### src/rtl/holy_axi_arbiter.sv
// N-requester arbiter for a single shared AXI master port: round-robin or fixed priority,
// outstanding-transaction tracking with drain-before-regrant, cap blocking and forced rotation.
module holy_axi_arbiter #(
    parameter int unsigned NUM_REQ         = 2,
    parameter int unsigned PRIORITY_MODE   = 0,
    parameter int unsigned MAX_OUTSTANDING = 4,
    parameter int unsigned HOLD_MAX        = 0
) (
    input  logic                       clk,
    input  logic                       rst,
    input  logic [NUM_REQ-1:0]         req,
    output logic [NUM_REQ-1:0]         grant,
    output logic [$clog2(NUM_REQ)-1:0] grant_idx,
    output logic                       grant_valid,
    output logic                       addr_block,
    input  logic                       arvalid,
    input  logic                       arready,
    input  logic                       awvalid,
    input  logic                       awready,
    input  logic                       rvalid,
    input  logic                       rready,
    input  logic                       rlast,
    input  logic                       bvalid,
    input  logic                       bready,
    output logic                       idle,
    output logic                       err
);

    localparam int unsigned IW  = $clog2(NUM_REQ);
    localparam int unsigned CW  = $clog2(MAX_OUTSTANDING + 1) + 1;
    localparam int unsigned CW1 = CW + 1;
    localparam int unsigned HW  = (HOLD_MAX > 0) ? $clog2(HOLD_MAX + 1) : 1;
    localparam int unsigned HW1 = HW + 1;

    localparam logic [CW-1:0] OUT_LIM  = CW'(MAX_OUTSTANDING);
    localparam logic [CW:0]   OUT_SAT  = {1'b0, {CW{1'b1}}};
    localparam logic [HW:0]   HOLD_LIM = HW1'(HOLD_MAX);
    localparam logic [IW-1:0] LAST_IDX = IW'(NUM_REQ - 1);

    typedef enum logic [1:0] {
        S_IDLE,
        S_GRANTED,
        S_DRAIN
    } state_t;

    state_t               state_q, state_d;
    logic [NUM_REQ-1:0]   grant_q, grant_d;
    logic [IW-1:0]        grant_idx_q, grant_idx_d;
    logic [IW-1:0]        rr_ptr_q, rr_ptr_d;
    logic [CW-1:0]        outstanding_q, outstanding_d;
    logic [HW-1:0]        hold_cnt_q, hold_cnt_d;
    logic                 err_q, err_d;

    logic                 ar_hs, aw_hs, r_done, b_done;
    logic [1:0]           inc, dec;
    logic [CW-1:0]        dec_ext, dec_eff;
    logic [CW:0]          cnt_sum;
    logic [HW:0]          hold_sum;
    logic                 win_found, release_req, go_idle;
    logic [IW-1:0]        win_idx;
    int unsigned          base, cand;

    assign ar_hs  = arvalid & arready;
    assign aw_hs  = awvalid & awready;
    assign r_done = rvalid & rready & rlast;
    assign b_done = bvalid & bready;
    assign inc    = (state_q == S_IDLE) ? 2'd0 : ({1'b0, ar_hs} + {1'b0, aw_hs});
    assign dec    = {1'b0, r_done} + {1'b0, b_done};

    // A response with nothing outstanding is flagged and not allowed to underflow the count.
    always_comb begin
        dec_ext       = CW'(dec);
        dec_eff       = dec_ext;
        err_d         = err_q;
        if (dec_ext > outstanding_q) begin
            err_d   = 1'b1;
            dec_eff = outstanding_q;
        end
        cnt_sum       = {1'b0, outstanding_q} + CW1'(inc) - {1'b0, dec_eff};
        outstanding_d = (cnt_sum > OUT_SAT) ? OUT_SAT[CW-1:0] : cnt_sum[CW-1:0];
    end

    always_comb begin
        win_found = 1'b0;
        win_idx   = '0;
        cand      = 0;
        base      = (PRIORITY_MODE == 0) ? 32'(rr_ptr_q) : 0;
        for (int unsigned i = 0; i < NUM_REQ; i++) begin
            cand = base + i;
            if (cand >= NUM_REQ) cand = cand - NUM_REQ;
            if (!win_found && (((req >> cand) & NUM_REQ'(1)) != '0)) begin
                win_found = 1'b1;
                win_idx   = IW'(cand);
            end
        end
    end

    always_comb begin
        state_d     = state_q;
        grant_d     = grant_q;
        grant_idx_d = grant_idx_q;
        hold_cnt_d  = hold_cnt_q;
        rr_ptr_d    = rr_ptr_q;
        hold_sum    = '0;
        release_req = 1'b0;
        go_idle     = 1'b0;

        case (state_q)
            S_IDLE: begin
                if (win_found) begin
                    state_d     = S_GRANTED;
                    grant_d     = NUM_REQ'(1) << win_idx;
                    grant_idx_d = win_idx;
                    hold_cnt_d  = '0;
                end
            end
            S_GRANTED: begin
                release_req = ~|(req & grant_q);
                if (HOLD_MAX != 0) begin
                    hold_sum   = {1'b0, hold_cnt_q} + HW1'(inc);
                    hold_cnt_d = (hold_sum > HOLD_LIM) ? HOLD_LIM[HW-1:0] : hold_sum[HW-1:0];
                    if (({1'b0, hold_cnt_q} >= HOLD_LIM) && (|(req & ~grant_q)))
                        release_req = 1'b1;
                end
                if (release_req) begin
                    if (outstanding_d == '0) go_idle = 1'b1;
                    else                     state_d = S_DRAIN;
                end
            end
            S_DRAIN: begin
                if (outstanding_d == '0) go_idle = 1'b1;
            end
            default: go_idle = 1'b1;
        endcase

        if (go_idle) begin
            state_d     = S_IDLE;
            grant_d     = '0;
            grant_idx_d = '0;
            hold_cnt_d  = '0;
            if (PRIORITY_MODE == 0)
                rr_ptr_d = (grant_idx_q == LAST_IDX) ? '0 : grant_idx_q + 1'b1;
        end
    end

    always_ff @(posedge clk) begin
        if (rst) begin
            state_q       <= S_IDLE;
            grant_q       <= '0;
            grant_idx_q   <= '0;
            rr_ptr_q      <= '0;
            outstanding_q <= '0;
            hold_cnt_q    <= '0;
            err_q         <= 1'b0;
        end else begin
            state_q       <= state_d;
            grant_q       <= grant_d;
            grant_idx_q   <= grant_idx_d;
            rr_ptr_q      <= rr_ptr_d;
            outstanding_q <= outstanding_d;
            hold_cnt_q    <= hold_cnt_d;
            err_q         <= err_d;
        end
    end

    assign grant       = grant_q;
    assign grant_idx   = grant_idx_q;
    assign grant_valid = |grant_q;
    assign addr_block  = (state_q == S_DRAIN) || (outstanding_q >= OUT_LIM);
    assign idle        = (state_q == S_IDLE) && (outstanding_q == '0);
    assign err         = err_q;

endmodule

### config.mk
export PLATFORM = sky130hd
export DESIGN_NAME = holy_axi_arbiter
export DESIGN_NICKNAME = d
export VERILOG_FILES = /design/src/rtl/holy_axi_arbiter.sv
export SDC_FILE = /design/constraint.sdc
export NUM_CORES = 1
export LEC_CHECK = 0
export CAP_MARGIN = 15
export CORE_MARGIN = 2
export CORE_UTILIZATION = 40
export DETAILED_ROUTE_END_ITERATION = 8
export DONT_BUFFER_PORTS = 1
export PLACE_DENSITY_LB_ADDON = 0.12
export SETUP_SLACK_MARGIN = 0.15
export SLEW_MARGIN = 25
export SYNTH_ARGS = -nofsm -noshare
export SYNTH_HDL_FRONTEND = slang
export SYNTH_SLANG_ARGS = --single-unit
export TNS_END_PERCENT = 30
### constraint.sdc
create_clock -name clk -period 4.9 [get_ports clk]
set_clock_uncertainty 0.2 [all_clocks]
set_input_delay 0 -clock clk [delete_from_list [all_inputs] [get_ports clk]]
set_output_delay 0 -clock clk [all_outputs]
set_load 0.005 [all_outputs]
Yosys cells after proc, flatten, opt, wreduce, memory -nomap -nowiden
Index checks and enable logic that the tools add are counted.
W data, S select, Z words.

word-level totals
  bits in registers = 11
  word-level logic and storage cells = 63

operators by class
  add/subtract/negate cells = 8
  $lt $le $gt $ge = 5
  equality and inequality tests = 5
  shift operators = 3
  mux-type cells = 17
  bitwise operators = 6
  reduce and logical (&&, ||, !) cells = 13

operators with widths
  operator               number
  $mux W32               2
  $shr A2 B32 Y1         2
  $logic_not A4 Y1       2
  $mux W2                4
  $mux W4                2
  $mux W1                7
  $ne A2 B2 Y1 const B   3
  $reduce_or A2 Y1       3
  $add A4 B2 Y5          1
  $and A1 B1 Y1          5
  $gt A5 B4 Y1 const B   1
  $sub A5 B4 Y5          1
  $add A1 B1 Y2          2
  $ge A4 B3 Y1 const B   1
  $gt A2 B4 Y1           1
  $pmux W2 S2            1
  $reduce_and A4 Y1      1
  $pmux W1 S3            1
  $sub A1 B2 Y3 const B  1
  $sub A2 B2 Y3 const B  1
  $add A1 B1 Y2 const B  1
  $and A2 B2 Y2          1
  $eq A2 B1 Y1 const B   1
  $eq A2 B2 Y1 const B   1
  10 further kinds       11

Longest topological paths before layout
  depth after elaboration = 13
  depth in mapped cells = 16
  gate-level depth less buffers = 16

Worst setup path before layout
No wires, ideal clock.

  path kind = register to register
  start point = register outstanding_q[1]
  end point = register rr_ptr_q
  library setup time = 0.123 ns
  data arrival time = 3.253 ns
  setup slack = 1.324 ns
  stages on the path, launching flop included = 15
  path buffers = 0
  clock period less this slack = 3.576 ns
  cells stage by stage = dfxtp_1 inv_1 ha_1 nor2b_1 o211ai_2 mux2_2 ha_1 inv_1 ha_1 fa_1 xor2_1 nor3_1 nor4b_2 a32oi_1 mux2_1

on the way
  word-level cells in the longest chain between the ends = 9

RTL lines
  element                 RTL line  RTL
  start, declared         50        logic [CW-1:0] outstanding_q, outstanding_d;
  start signal, assigned  160       outstanding_q <= outstanding_d;
  $gt A2 B4 Y1            75        if (dec_ext > outstanding_q) begin
  $mux W4                 75
  $sub A5 B4 Y5 (*)       79        cnt_sum = {1'b0, outstanding_q} + CW1'(inc) - {1'b0, dec_eff};
  $gt A5 B4 Y1            80        outstanding_d = (cnt_sum > OUT_SAT) ? OUT_SAT[CW-1:0] : cnt_sum[CW-1:0];
  $mux W4 (*)             80
  $logic_not A4 Y1 (*)    126, 131
  $mux W1 (*)             126, 131
  $mux W1                 125       if (release_req) begin
  $pmux W1 S3 (*)         108       case (state_q)
  end signal, assigned    159       rr_ptr_q <= rr_ptr_d;
  end, declared           49        logic [IW-1:0] rr_ptr_q, rr_ptr_d;

Mark *: on every way between the ends. The rest lies on a longest branch, timed or not.
A chain may end at the register's enable or synchronous reset.

Worst setup path in the final report
Same ends and word-level chain as after synthesis.

==> results.sh <==
export IMPL_core_sq_um=1920
export IMPL_max_freq_ghz=0.259
export IMPL_drive_above_1_share=0.102
export IMPL_areaGrowthSynthToFinish_pct=10.7
export IMPL_grt_pass1_wl_um=2540
export IMPL_yosys_most_used_dff="dfxtp_1"
export IMPL_dieArea_sq_um=2350
export IMPL_cp_data_arrival_time_ns=3.81
export IMPL_slew_limit_headroom=0.724
export IMPL_tns_ns=0
export IMPL_synth_top_cell_area_share=0.253
export IMPL_grt_setup_unrepaired="no"
export IMPL_ys_top_cells_by_count="inv_1, a21oi_1, ha_1"
export IMPL_maxCapViolations=0
export IMPL_final_antenna_net_count=0
export IMPL_synth_area_leaders="dfxtp_1, ha_1, a21oi_1"
export IMPL_numPortBuffers=0
export IMPL_antenna_cells=0
export IMPL_die_x_um=48.5
export IMPL_p_leak_uw=0.000401
export IMPL_criticalPathCategory="register to register"
export IMPL_yosys_cell_types_count=31
export IMPL_htreeDepth=1
export IMPL_clk_latency_ns=0.26
export IMPL_yosysWarnings=0
export IMPL_synth_most_common_cell="inv_1"
export IMPL_cts_root_buf="clkbuf_4"
export IMPL_die_h_um=48.5
export IMPL_grt_max_degree=12
export IMPL_drt_iter0_markers=10
export IMPL_synth_area_leader_cell="dfxtp_1"
export IMPL_clkTransAtPathRegs_ns=0.06
export IMPL_synth_seq_cells=10
export IMPL_hold_viol=0
export IMPL_gr_usage_all_layers=0.137
export IMPL_crit_required_ns=4.84
export IMPL_syn_nets=119
export IMPL_grt_pass1_vias=600
export IMPL_vias=647
export IMPL_finalSetupViolCount=0
export IMPL_via_per_inst=5.18
export IMPL_drt_pass1_iter_count=4
export IMPL_maxSlewViolCount=0
export IMPL_drc=0
export IMPL_timing_final_ws_setup_ns=1.03
export IMPL_synth_edf_count=0
export IMPL_synth_area_sq_um=792
export IMPL_cts_inserted_buffers=3
export IMPL_min_period_ns=3.87
export IMPL_cts_setup_buffers=0
export IMPL_fin_util=0.456
export IMPL_r2r_cells=14
export IMPL_routed_wirelength_um=1480
export IMPL_cts_sinks=10
export IMPL_cts_tree="done"
export IMPL_antenna_found_initial=0
export IMPL_hpwl_um=1190
export IMPL_p_per_area_nw_per_um2=677
export IMPL_timing_critical_path_fanout_max=7
export IMPL_vdd_ir_drop_max_v=0.000281
export IMPL_end_kind="register"
export IMPL_layout_nets=126
export IMPL_avgSynthCellArea_sq_um=8.52
export IMPL_fin_crit_sh=0.789
export IMPL_place_congestion=0.772
export IMPL_dpl_worst_slack_ns=1.03
export IMPL_outcome="finished, final reports clean"
export IMPL_synthArstFlopShare=0
export IMPL_cts_resized=0
export IMPL_wire_per_inst_um=11.9
export IMPL_ioPinCount=20
export IMPL_netlist_instances=93
export IMPL_start_kind="register"
export IMPL_hp_class="register to register"
export IMPL_worst_slew_pin_slew_ns=0.412
export IMPL_clk_path_buf_depth=2
export IMPL_ys_seq_area_frac=0.253
export IMPL_start_util=0.412
export IMPL_whs_path_depth=2
export IMPL_num_rows=16
export IMPL_grt_overflow=0
critical path, stage by stage (launching register included):
cell      delay [ns]
dfxtp_1         0.33
inv_1           0.07
ha_1            0.30
nor2b_1         0.14
o211ai_2        0.30
mux2_2          0.38
ha_1            0.27
inv_1           0.03
ha_1            0.20
fa_1            0.40
xor2_1          0.17
nor3_1          0.21
nor4b_2         0.23
a32oi_1         0.19
mux2_1          0.34
metrics by stage:
step	area (sq um)	hold WS [ns]	power [uW]	instances
detailed placement	815	-0.128	537	118
global route	877	0.311	669	125
floorplan	792	0.0188	462	93
global placement	815	-0.128	538	118
finish	877	0.284	594	125
CTS	877	0.294	603	125
routing by layer:
| metal | GRT usage | routed length [um] |
|---|---|---|
| met5 | 0 | 0 |
| met4 | 0 | 0 |
| met3 | 0.0463 | 83 |
| met2 | 0.222 | 654 |
| met1 | 0.191 | 745 |
report_power, final:
group	switching (uW)	leakage (uW)	internal, uW	total [uW]
logic	217	0.000305	174	391
registers	33.8	0.0000830	116	149
clock network	25.3	0.0000138	28.2	53.5
registers in the layout, indices dropped and copies added, names as in the netlist:
signal and flops:
outstanding_q 4, grant 2, state_q 2, err 1, rr_ptr_q 1
layout by cell type (no fill, tap or decap):
cell type	instances
a21oi_1	12
or2_2	1
o211ai_2	1
o21bai_1	2
o21ai_0	3
a21o_1	1
nand2b_1	1
nand2_1	7
xor2_1	1
nor3_1	1
nor4b_2	2
nand3_1	2
o21a_1	1
dlygate4sd3_1	4
a22oi_1	1
dfxtp_1	10
nor2b_1	2
nor3b_2	1
mux2_1	1
fa_1	2
a32oi_1	1
nor2_1	4
and3_1	2
ha_1	11
a311oi_1	1
clkbuf_4	3
a211oi_1	1
mux2_2	1
inv_1	13
and3_4	1
and2_1	4
final timing paths:
| kind | from | slack, ns | to |
|---|---|---|---|
| setup / recovery | outstanding_q[1] | 1.03 | rr_ptr_q |
| hold / removal | err | 0.28 | err |
| setup reg to reg | outstanding_q[1] | 1.03 | rr_ptr_q |
| hold reg to reg | err | 0.28 | err |
final cells by class:
cell class / instances / area, sq um
inverters: 13 / 48.8
fillers: 207 / 1040
well taps: 27 / 33.8
flip-flops and latches: 10 / 200
repair buffers: 4 / 40.0
clock buffers: 3 / 22.5
multi-input cells: 68 / 532
cell families (layout without fill, tap and decap cells):
logic type	Yosys count	in the layout	synth area share
flops	10	10	0.253
simple gates	28	28	0.218
mux	2	2	0.0284
compound gates	24	24	0.190
fa+ha+maj	13	13	0.224
buf+inv	15	20	0.0758
xor+xnor	1	1	0.0111
what timing repair did:
item                       in CTS  in global routing
hold endpoints to repair       10                  0
hold buffers                    4                  0
setup endpoints to repair       0                  0
Power figures use the tool's default switching activity.
